$ cat src/rtl/gcd_arbiter_pkg.sv
// gcd_arb_pkg: shared types and sizing helpers for the GCD arbiter slice.
//   arb_state_e : arbiter FSM encoding
//   idx_w()     : index width for a count of items (never below 1 bit)
//   TO_W        : watchdog width for the default TIMEOUT of 1024; the arbiter
//                 re-derives its own width from its TIMEOUT parameter
package gcd_arb_pkg;

  typedef enum logic [1:0] {IDLE, ISSUE, WAIT, RESP} arb_state_e;

  function automatic int idx_w(input int n);
    return (n > 1) ? $clog2(n) : 1;
  endfunction

  localparam int TO_W = $clog2(1024);

endpackage

$ cat src/rtl/gcd_arbiter_rr_pick.sv
// rr_pick: combinational round-robin pick.
//   req : request vector
//   ptr : index of the last winner; search starts at ptr+1 and wraps
//   gnt : one-hot grant (zero when no request)
//   idx : index of the granted requester (0 when no request)
module rr_pick
  import gcd_arb_pkg::*;
#(
  parameter int N = 4
) (
  input  logic [N-1:0]        req,
  input  logic [idx_w(N)-1:0] ptr,
  output logic [N-1:0]        gnt,
  output logic [idx_w(N)-1:0] idx
);

  localparam int IW = idx_w(N);

  logic [IW-1:0] cand;
  logic          found;

  always_comb begin
    gnt   = '0;
    idx   = '0;
    cand  = '0;
    found = 1'b0;
    for (int k = 1; k <= N; k++) begin
      cand = IW'((int'(ptr) + k) % N);
      if (!found && req[cand]) begin
        found     = 1'b1;
        gnt[cand] = 1'b1;
        idx       = cand;
      end
    end
  end

endmodule

$ cat src/rtl/gcd_arbiter.sv
// gcd_arbiter: shares one GCD unit among N requesters, one job in flight.
//   clock, reset_n               : clock, async active-low reset
//   req_valid/req_ready/req_x/y  : per-requester job handshake, flat operands
//   resp_valid/resp_ready        : per-requester result handshake
//   resp_bits, resp_err          : shared result; err=1 means watchdog abort
//   gcd_in_*/gcd_out_*           : connection to the GCD datapath unit
//   busy, grant_id               : job in progress and its owner
module gcd_arbiter
  import gcd_arb_pkg::*;
#(
  parameter int N       = 4,
  parameter int W       = 32,
  parameter int TIMEOUT = 1024
) (
  input  logic                  clock,
  input  logic                  reset_n,
  input  logic [N-1:0]          req_valid,
  output logic [N-1:0]          req_ready,
  input  logic [N*W-1:0]        req_x,
  input  logic [N*W-1:0]        req_y,
  output logic [N-1:0]          resp_valid,
  input  logic [N-1:0]          resp_ready,
  output logic [W-1:0]          resp_bits,
  output logic                  resp_err,
  output logic                  gcd_in_valid,
  input  logic                  gcd_in_ready,
  output logic [W-1:0]          gcd_in_x,
  output logic [W-1:0]          gcd_in_y,
  input  logic                  gcd_out_valid,
  input  logic [W-1:0]          gcd_out_bits,
  output logic                  busy,
  output logic [idx_w(N)-1:0]   grant_id
);

  localparam int IW     = idx_w(N);
  localparam int WDOG_W = idx_w(TIMEOUT);

  arb_state_e        state, state_nxt;
  logic [IW-1:0]     ptr;
  logic [IW-1:0]     id_q;
  logic [WDOG_W-1:0] wdog;
  logic [W-1:0]      x_q, y_q, res_q;
  logic              err_q;

  logic [N-1:0]      pick_gnt;
  logic [IW-1:0]     pick_idx;
  logic              req_hs, issue_hs, wdog_fire, resp_hs;

  rr_pick #(.N(N)) u_pick (
    .req (req_valid),
    .ptr (ptr),
    .gnt (pick_gnt),
    .idx (pick_idx)
  );

  assign req_hs    = (state == IDLE) && (|req_valid);
  assign issue_hs  = (state == ISSUE) && gcd_in_ready;
  assign wdog_fire = (wdog == WDOG_W'(TIMEOUT - 1));
  assign resp_hs   = (state == RESP) && resp_ready[id_q];

  // State register and control (async reset)
  always_ff @(posedge clock or negedge reset_n) begin
    if (!reset_n) begin
      state <= IDLE;
      ptr   <= IW'(N - 1);
      id_q  <= '0;
      wdog  <= '0;
    end else begin
      state <= state_nxt;
      if (req_hs)
        id_q <= pick_idx;
      if (resp_hs)
        ptr <= id_q;
      if (issue_hs)
        wdog <= '0;
      else if (state == WAIT)
        wdog <= wdog + 1'b1;
    end
  end

  // Next-state logic; a result arriving on the timeout cycle still wins
  always_comb begin
    state_nxt = state;
    case (state)
      IDLE:  if (req_hs)                     state_nxt = ISSUE;
      ISSUE: if (gcd_in_ready)               state_nxt = WAIT;
      WAIT:  if (gcd_out_valid || wdog_fire) state_nxt = RESP;
      RESP:  if (resp_ready[id_q])           state_nxt = IDLE;
      default:                               state_nxt = IDLE;
    endcase
  end

  // Operand/result registers: data only, qualified by state downstream
  always_ff @(posedge clock) begin
    if (req_hs) begin
      x_q <= req_x[int'(pick_idx)*W +: W];
      y_q <= req_y[int'(pick_idx)*W +: W];
    end
    if (state == WAIT) begin
      if (gcd_out_valid) begin
        res_q <= gcd_out_bits;
        err_q <= 1'b0;
      end else if (wdog_fire) begin
        res_q <= '0;
        err_q <= 1'b1;
      end
    end
  end

  // Outputs; req_ready is also masked while reset is held
  always_comb begin
    req_ready    = ((state == IDLE) && reset_n) ? pick_gnt : '0;
    gcd_in_valid = (state == ISSUE);
    gcd_in_x     = (state == ISSUE) ? x_q : '0;
    gcd_in_y     = (state == ISSUE) ? y_q : '0;
    resp_valid   = (state == RESP) ? (N'(1) << id_q) : '0;
    resp_bits    = (state == RESP) ? res_q : '0;
    resp_err     = (state == RESP) ? err_q : 1'b0;
    busy         = (state != IDLE);
    grant_id     = (state != IDLE) ? id_q : '0;
  end

endmodule

$ cat config.mk
export PLATFORM = sky130hd
export DESIGN_NAME = gcd_arbiter
export DESIGN_NICKNAME = d
export VERILOG_FILES = /design/src/rtl/gcd_arbiter_pkg.sv /design/src/rtl/gcd_arbiter_rr_pick.sv /design/src/rtl/gcd_arbiter.sv
export SDC_FILE = /design/constraint.sdc
export NUM_CORES = 1
export LEC_CHECK = 0
export BUFFER_PORTS_ARGS = -buffer_cell sky130_fd_sc_hd__buf_2
export CORE_AREA = 2 2 157 159
export DETAILED_ROUTE_END_ITERATION = 10
export DIE_AREA = 0 0 159 161
export SLEW_MARGIN = 20
export SYNTH_ARGS = -nofsm -noshare
export SYNTH_HDL_FRONTEND = slang
export SYNTH_SLANG_ARGS = --single-unit
$ cat constraint.sdc
create_clock -name clock -period 6.3 [get_ports clock]
set_input_delay 0.63 -clock clock [delete_from_list [all_inputs] [get_ports clock]]
set_output_delay 0.63 -clock clock [all_outputs]
set_load 0.05 [all_outputs]
==> flow_summary.json <==
{
  "status": "completed",
  "startpoint": "ptr[0]",
  "cts_tree": "done",
  "drive_above_1_share_pct": 46.2,
  "post_synth_xor_area_fraction_pct": 1.09,
  "core_um2": 24000,
  "stdcell_count": 1328,
  "grt_pass1_vias": 6172,
  "max_freq_mhz": 274,
  "ioPinCount": 409,
  "dpl_worst_slack_ps": 2620,
  "seqCellArea_um2": 3320,
  "synth_top_family_by_area": "multiplexers",
  "setup_slack_ps": 2650,
  "place_inst": 1294,
  "num_vias": 5984,
  "synth.distinct_cells": 40,
  "r2r_end": "x_q[16]",
  "yosysWarnings": 0,
  "cap_viol_max_count": 0,
  "cts_resized": 0,
  "grt-ovfl-total": 0,
  "startpoint_type": "flop",
  "final-max-slew-violation-count": 0,
  "via_per_inst": 4.51,
  "syn_nets": 909,
  "syn_inst": 596,
  "antenna_found_initial": 3,
  "synth_compound_area_share_pct": 2.84,
  "cts_root_buffer": "clkbuf_16",
  "power_density_nw_per_um2": 562,
  "die_h_um": 161,
  "avgSynthCellArea_um2": 12.1,
  "cp.arrival_ps": 3800,
  "setup_viol": 0,
  "dp_hpwl_mm": 16.4,
  "postRouteAntennaNets": 0,
  "die_w_um": 159,
  "dieArea_um2": 25600,
  "ctsHoldBuffers": 0,
  "slew_headroom_pct": 28.2,
  "first_iter_violations": 195,
  "dr.pass1.iters": 4,
  "worst_hold_slack_ps": 146,
  "crit_required_ps": 6440,
  "netlist_area_um2": 7210,
  "tightest_slew_ps": 1080,
  "wl_per_cell_um": 16.3,
  "power.leakage_nw": 5.00,
  "fin_skew_ps": 12.6,
  "path_clk_slew_ps": 60,
  "rr_worst_depth": 8,
  "grt_first_pass_wirelength_mm": 33.4,
  "min_period_ps": 3650,
  "grt_use_total_pct": 16.8,
  "hold_viol": 0,
  "gp_congestion": 0.822,
  "fin_tns_setup_ps": 0,
  "ctsLongestPathBuffers": 2,
  "cts_made_buffers": 17,
  "ys_ff_latch": 113,
  "grt_setup_unrepaired": "false",
  "synthAdderAreaFrac_pct": 2.25,
  "finalNetCount": 1302,
  "fillers": 2440,
  "grt_max_degree": 130,
  "ir_worst_vdd_mv": 0.526,
  "crit_path_end_kind": "flop",
  "post-route-period-util_pct": 58.0,
  "route.detailed.drc": 0,
  "postCtsSetupBuffers": 0,
  "timing.rr.start": "ptr[0]",
  "cts_sinks": 113,
  "path_class": "reg -> reg",
  "io_buffers": 408,
  "worst_skew_pair.late_latency_ps": 410,
  "synthSimpleGateAreaFrac_pct": 14.7,
  "initial_core_util_pct": 30.1,
  "cts.htree.levels": 4,
  "multi_input_area_um2": 3630,
  "num_rows": 57,
  "routed_wl_mm": 21.7,
  "hp-class": "in -> async",
  "synth_mux_area_share_pct": 29.0,
  "area_delta_synth_final_pct": 39.6,
  "synth-seq-area-share_pct": 46.0,
  "crit_fanout": 129,
  "ff2ff_setup_slack_ps": 2650
}
worst max-delay path, stage by stage (launching register included):
cell and delay, ps:
dfstp_2 720, inv_1 170, ha_1 430, mux2i_4 390
a21oi_1 160, o22ai_4 180, buf_12 490, mux2i_1 390
mux2i_1 110
kinds of logic after synthesis:
kind of cell	count (synthesis)
simple gates	180
compound gates	28
fa+ha+maj	13
mux	205
flops	113
buf+inv	48
xor+xnor	9
worst max-delay path by stage:
stage / end / slack [ps] / depth (start not counted)
after floorplan: req_ready[0] / 2960 / 6
after global placement: x_q[16] / 2700 / 8
after CTS: x_q[16] / 2630 / 8
after detailed placement: x_q[16] / 2620 / 8
after global routing: req_ready[1] / 2420 / 8
final: x_q[16] / 2650 / 8
synthesized netlist by cell type:
| cell | number | area (um2) |
|---|---|---|
| a21oi_1 | 9 | 45.0 |
| nand4_1 | 2 | 12.5 |
| o22ai_1 | 1 | 6.26 |
| clkbuf_1 | 18 | 67.6 |
| and2_1 | 130 | 813 |
| nor3_1 | 2 | 10.0 |
| and4_1 | 1 | 8.76 |
| nor2b_1 | 5 | 31.3 |
| dfstp_2 | 2 | 52.6 |
| and3b_1 | 2 | 17.5 |
| nand2b_1 | 1 | 6.26 |
| o21ai_0 | 3 | 15.0 |
| inv_1 | 9 | 33.8 |
| a211oi_1 | 1 | 7.51 |
| edfxtp_1 | 97 | 2910 |
| o41ai_4 | 1 | 27.5 |
| buf_2 | 7 | 35.0 |
| mux2_2 | 4 | 45.0 |
| and3_1 | 2 | 12.5 |
| nand3_1 | 2 | 10.0 |
| a41oi_1 | 1 | 8.76 |
| ha_1 | 13 | 163 |
| o22ai_2 | 1 | 12.5 |
| o32a_1 | 1 | 10.0 |
| nor4_1 | 1 | 6.26 |
| mux2i_1 | 198 | 1980 |
| nand2_1 | 15 | 56.3 |
| mux2i_4 | 1 | 22.5 |
| o21ba_2 | 1 | 10.0 |
| o21ai_1 | 4 | 20.0 |
| nor2_1 | 14 | 52.6 |
| nor3b_1 | 2 | 15.0 |
| a21o_1 | 1 | 7.51 |
| buf_6 | 14 | 158 |
| a22o_1 | 4 | 35.0 |
| dfrtp_1 | 14 | 350 |
| nor3_2 | 1 | 10.0 |
| xor2_1 | 7 | 61.3 |
| xnor2_1 | 2 | 17.5 |
| mux4_2 | 2 | 45.0 |
through the flow:
stage	power (mW)	util (%)	instance area (um2)
2_1_floorplan	4.08	-	7210
3_3_place_gp	4.71	39.6	9480
3_5_place_dp	4.74	39.6	9480
4_1_cts	5.74	42.0	10100
5_1_grt	5.99	42.0	10100
6_report	5.66	42.0	10100
power by group:
group / leakage (nW) / switching, mW / internal, mW
Sequential: 1.11 / 0.102 / 1.26
Clock: 0.285 / 0.407 / 0.563
Combinational: 3.60 / 2.15 / 1.17
Total: 5.00 / 2.66 / 2.99
cells in the final DEF, fill, tap and decap left out, types with 2 or more instances in the layout:
master,instances
buf_2,408
mux2i_1,198
and2_1,130
edfxtp_1,97
clkbuf_16,17
nand2_1,15
nor2_1,14
dfrtp_1,14
ha_1,11
a21oi_1,9
inv_1,8
xor2_1,7
inv_6,6
inv_8,5
nor2b_1,4
mux2_2,4
a22o_1,4
buf_4,4
o21ai_1,3
o21ai_0,3
diode_2,2
nand3_1,2
xnor2_1,2
nand4_1,2
mux4_2,2
and3b_1,2
nor3b_1,2
nor3_1,2
clkinv_2,2
and3_1,2
ha_2,2
clkinvlp_4,2
dfstp_2,2
sequential cells by signal, summed over array words and instances, names as in the netlist:
register,flops
wdog,10
y_q,32
ptr,2
id_q,2
state,2
res_q,32
x_q,32
err_q,1
routing by layer:
metal / vias to the layer above / global-route usage [%] / part of all wire [%]
met5: - / 0 / 0.060
li1: 2929 / - / -
met1: 2812 / 18.4 / 39
met4: 2 / 4.92 / 1.6
met2: 217 / 30.2 / 52
met3: 24 / 6.45 / 7.3
cell type report:
type,instances,share of cell area [%]
antenna,2,0.0497
inverter,9,0.348
clock buffer,17,4.22
sequential,113,32.9
multi-input combinational,435,36.1
tap,324,4.02
timing repair buffer,413,20.8
clock inverter,15,1.58
No activity file was read; power rests on OpenSTA's default activity.
